### config.mk
export PLATFORM = sky130hd
export DESIGN_NAME = level_controller
export DESIGN_NICKNAME = d
export VERILOG_FILES = /design/src/rtl/level_controller.sv
export SDC_FILE = /design/constraint.sdc
export NUM_CORES = 1
export LEC_CHECK = 0
export ABC_CLOCK_PERIOD_IN_PS = 3300
export BUFFER_PORTS_ARGS = -buffer_cell sky130_fd_sc_hd__buf_2
export CORE_MARGIN = 5
export CORE_UTILIZATION = 48
export CTS_CLUSTER_DIAMETER = 50
export DETAILED_ROUTE_END_ITERATION = 16
export GPL_TIMING_DRIVEN = 0
export PLACE_DENSITY = 0.85
export SYNTH_ARGS = -nofsm -noshare
export SYNTH_HDL_FRONTEND = slang
export SYNTH_SLANG_ARGS = --single-unit
### constraint.sdc
create_clock -name clock -period 3.3 [get_ports clock]
set_input_delay 0.33 -clock clock [delete_from_list [all_inputs] [get_ports clock]]
set_output_delay 0.33 -clock clock [all_outputs]
set_load 0.05 [all_outputs]
### src/rtl/level_controller.sv
// level_controller: round timer, level scaler and score latch for the mole game.
// A round runs ROUND_SECONDS one-second ticks; the level climbs with the live score
// and halves the mole period each step. Defining LEVEL_CONTROLLER_HIGH_SCORE_EN
// adds a best-score register; without it high_score is tied to zero.
module level_controller #(
    parameter int unsigned CLK_HZ        = 50000000,
    parameter int unsigned ROUND_SECONDS = 60,
    parameter int unsigned LEVEL_STEP    = 10,
    parameter int unsigned BASE_SPEED    = 50000000
) (
    input  logic        clock,
    input  logic        reset,
    input  logic        start,
    input  logic [7:0]  score,
    output logic        game,
    output logic [27:0] speed,
    output logic [1:0]  level,
    output logic [7:0]  time_left,
    output logic        game_over,
    output logic [7:0]  final_score,
    output logic [7:0]  high_score
);

    localparam int unsigned     PreW      = (CLK_HZ > 1) ? $clog2(CLK_HZ) : 1;
    localparam logic [PreW-1:0] PreMax    = PreW'(CLK_HZ - 1);
    localparam logic [7:0]      RoundLoad = 8'(ROUND_SECONDS);
    localparam logic [8:0]      StepW     = 9'(LEVEL_STEP);
    localparam logic [27:0]     BaseSpeed = 28'(BASE_SPEED);

    typedef enum logic [1:0] {
        StIdle,
        StPlay,
        StOver
    } state_e;

    state_e          r_state;
    state_e          w_state_next;
    logic [PreW-1:0] r_prescaler;
    logic [7:0]      r_time_left;
    logic [1:0]      r_level;
    logic [27:0]     r_speed;
    logic [7:0]      r_final_score;

    logic            w_tick;
    logic            w_round_start;
    logic            w_round_end;
    logic            w_level_up;
    logic [8:0]      w_threshold;

    // One-cycle pulse on the prescaler wrap, only while a round is running.
    assign w_tick = (r_state == StPlay) && (r_prescaler == PreMax);

    // Score needed for the next level; 9 bits so (level+1)*LEVEL_STEP cannot wrap.
    assign w_threshold = ({7'd0, r_level} + 9'd1) * StepW;

    // The final tick takes precedence over a coincident level-up.
    assign w_level_up = (r_state == StPlay) && !w_round_end && (r_level != 2'd3) &&
                        ({1'b0, score} >= w_threshold);

    // Next-state decode; start is only honoured outside PLAY.
    always_comb begin
        w_state_next  = r_state;
        w_round_start = 1'b0;
        w_round_end   = 1'b0;
        case (r_state)
            StIdle, StOver: begin
                if (start) begin
                    w_state_next  = StPlay;
                    w_round_start = 1'b1;
                end
            end
            StPlay: begin
                if (w_tick && (r_time_left == 8'd1)) begin
                    w_state_next = StOver;
                    w_round_end  = 1'b1;
                end
            end
            default: begin
                w_state_next = StIdle;
            end
        endcase
    end

    // State register.
    always_ff @(posedge clock) begin
        if (reset) begin
            r_state <= StIdle;
        end else begin
            r_state <= w_state_next;
        end
    end

    // Prescaler and seconds countdown; both reload when a round starts.
    always_ff @(posedge clock) begin
        if (reset) begin
            r_prescaler <= '0;
            r_time_left <= '0;
        end else if (w_round_start) begin
            r_prescaler <= '0;
            r_time_left <= RoundLoad;
        end else if (r_state == StPlay) begin
            if (w_tick) begin
                r_prescaler <= '0;
                r_time_left <= r_time_left - 8'd1;
            end else begin
                r_prescaler <= r_prescaler + PreW'(1);
            end
        end
    end

    // Level only climbs within a round, one step per cycle, saturating at 3.
    always_ff @(posedge clock) begin
        if (reset) begin
            r_level <= 2'd0;
        end else if (w_round_start) begin
            r_level <= 2'd0;
        end else if (w_level_up) begin
            r_level <= r_level + 2'd1;
        end
    end

    // Mole period follows the level one cycle later.
    always_ff @(posedge clock) begin
        if (reset) begin
            r_speed <= BaseSpeed;
        end else begin
            r_speed <= BaseSpeed >> r_level;
        end
    end

    // Capture score on the PLAY->OVER edge, before the player stage clears it.
    always_ff @(posedge clock) begin
        if (reset) begin
            r_final_score <= 8'd0;
        end else if (w_round_end) begin
            r_final_score <= score;
        end
    end

`ifdef LEVEL_CONTROLLER_HIGH_SCORE_EN
    logic [7:0] r_high_score;

    // Best final score since reset; ties leave it unchanged.
    always_ff @(posedge clock) begin
        if (reset) begin
            r_high_score <= 8'd0;
        end else if (w_round_end && (score > r_high_score)) begin
            r_high_score <= score;
        end
    end

    assign high_score = r_high_score;
`else
    assign high_score = 8'd0;
`endif

    assign game        = (r_state == StPlay);
    assign game_over   = (r_state == StOver);
    assign level       = r_level;
    assign speed       = r_speed;
    assign time_left   = r_time_left;
    assign final_score = r_final_score;

endmodule

==> results_dict.tcl <==
set metrics [dict create \
    hpwl_um 4420 \
    viasPerCell 4.99 \
    path_class "reg -> reg" \
    dpl-instance-area_mm2 0.00323 \
    crit_end "level[0]" \
    worstHoldPathType "in -> reg" \
    max_freq_mhz 373 \
    cts_made_buffers 9 \
    ys_types 47 \
    setup_tns_ps 0 \
    start_util_pct 48.7 \
    setup_viol 0 \
    final_area_mm2 0.00345 \
    first_global_vias 2282 \
    critical_path_arrival_ps 2960 \
    reg2reg_slack_ps 620 \
    placement_rows 28 \
    synth.ff_latch_count 57 \
    hold_buffers 0 \
    crit_path_end_kind "register" \
    ant_nets 0 \
    syn_to_final_growth_pct 21.6 \
    clk_latency_ps 350 \
    power.leakage_nw 1.51 \
    syn_inst 319 \
    core_mm2 0.00582 \
    reg2reg_to "level[0]" \
    rsz0062_at_grt "false" \
    num_vias 2366 \
    clock_path_buffers 2 \
    drc 0 \
    cts_tree "yes" \
    post_cts_buffers 0 \
    hold_violations 0 \
    worstMarginPinSlew_ps 648 \
    ctsResizeCount 0 \
    fin_crit_ps 2680 \
    reg2reg_depth 9 \
    netlist_area_mm2 0.00283 \
    die_h_um 86.8 \
    maxCapViolCount 0 \
    wl_per_cell_um 12.6 \
    dp_cells 458 \
    outcome "complete, no violations" \
    slew_viol_final 0 \
    die_x_um 86.8 \
    nNetsFinal 419 \
    yosysWarnings 0 \
    place_congestion 0.869 \
    grt_usage_pct 16.5 \
    final.setup_skew_ps 8.21 \
    grt_pass1_wl_um 10000 \
    slew_headroom_pct 56.6 \
    root_buffer "clkbuf_8" \
    worstPathMaxFanout 7 \
    path_clk_slew_ps 70 \
    die_area_mm2 0.00754 \
    io_buffer_count 48 \
    overflow 0 \
    worstReg2RegStart "level[0]" \
    synth_top_area_cell "dfxtp_1" \
    avgSynthCellArea_um2 8.88 \
    report.power.total_mw 1.62 \
    boundaryPins 67 \
    ys_top_cells_by_area "dfxtp_1 40%, buf_4 7.2%, nor2_1 6.4%" \
    crit_path_start_kind "register" \
    drt-initial-drc-count 103 \
    layout-drive-gt1-share_pct 25.6 \
    ys.flop_type "dfxtp_1" \
    synth-edff-count 0 \
    async_flop_share_pct 0 \
    grt_max_degree 12 \
    yosysMostFrequentCell "dfxtp_1" \
    yosysTopAreaCellShare_pct 40.3 \
    fin_cells 474 \
    synth_seq_area_share_pct 40.3 \
    cp_data_required_time_ps 3580 \
    drt_first_pass_iters 4 \
    powerDensity_mw_per_mm2 469 \
    netlist_top_cells_count "57 x dfxtp_1, 48 x nor2_1, 27 x buf_4" \
    wirelength_um 5990 \
    fin_crit_sh_pct 81.2 \
    n_antenna_cell 0 \
    h-tree-depth 3 \
    cts_sinks 57 \
    ir_drop_mv 0.289 \
    crit_start "level[0]" \
    antenna_found_initial 0 \
    holdWs_ps 239 \
]
## cells by family after synthesis
group	synth area share, %
AOI/OAI and AO/OA	4.77
adders and majority gates	6.18
other	0.265
buffers and inverters	10.7
DFF	40.3
xor gates and xnor gates	8.35
muxes	3.18
and+or+nand+nor	26.2
## area by class of cell
cell class | instances | area, um2
plain buffers | 36 | 248
clock buffers | 9 | 124
clock inverters | 7 | 95.1
fillers | 486 | 2370
inverters | 15 | 56.3
multi-input cells | 227 | 1450
flip-flops and latches | 57 | 1140
well taps | 75 | 93.8
repair buffers | 48 | 240
## worst max-delay path: stages (launching register included)
cell and delay, ps:
dfxtp_1 430, inv_1 190, ha_1 360, nand3_1 90, ha_1 330, and4b_1 250
o311ai_0 150, a311o_1 370, or3_1 310, a21oi_1 140
## layout by cell type, fill, tap and decap left out, types with 2 or more instances in the layout
master and n:
nand2_1 19, buf_4 27, and3_1 7, xnor2_1 7, xor2_1 20, clkbuf_8 10, clkinv_4 2, nand4_1 11
o21ai_0 2, or3_1 3, a31oi_1 2, buf_2 48, nor2b_1 3, nor3_1 5, and4b_1 3, conb_1 18
nand2b_1 4, nand3_1 16, ha_1 14, and4_1 3, nor2_1 48, nor4_1 2, o41ai_1 2, clkinv_2 2
a21oi_1 9, clkbuf_1 7, mux2i_1 9, dfxtp_1 57, bufinv_16 2, inv_1 15
## worst min-delay path by stage
stage / startpoint / end / cells past startpoint
finish: score[5] / final_score[5] / 3
global route: score[5] / final_score[5] / 3
CTS: score[5] / final_score[5] / 3
detailed placement: r_prescaler[1] / r_prescaler[1] / 2
global placement: r_prescaler[1] / r_prescaler[1] / 2
floorplan: r_prescaler[1] / r_prescaler[1] / 2
## where the power goes
group	total [mW]	leakage [nW]	internal, mW	switching (mW)
sequential	0.707	0.461	0.698	0.00880
clock	0.719	0.109	0.424	0.295
combinational	0.191	0.938	0.0535	0.137
total	1.62	1.51	1.18	0.441
## routing by layer
layer,wire length [um],global-route usage [%],share of wire [%]
met5,0,0,0
met1,2570,19.1,43
met3,347,2.19,5.8
met4,119,9.21,2.0
met2,2960,29.1,49
## flip-flops by register name, summed over array words and instances (netlist names)
name	cells
speed	11
final_score	8
level	2
r_prescaler	26
r_state	2
time_left	8
## metrics by stage
| stage | utilization, % | setup slack, ps |
|---|---|---|
| 6_report | 59.3 | 620 |
| 5_1_grt | 59.3 | 486 |
| 4_1_cts | 59.3 | 653 |
| 3_5_place_dp | 55.5 | 715 |
| 3_3_place_gp | 55.5 | 765 |
| 2_1_floorplan | - | 520 |
Power figures use the tool's default switching activity.
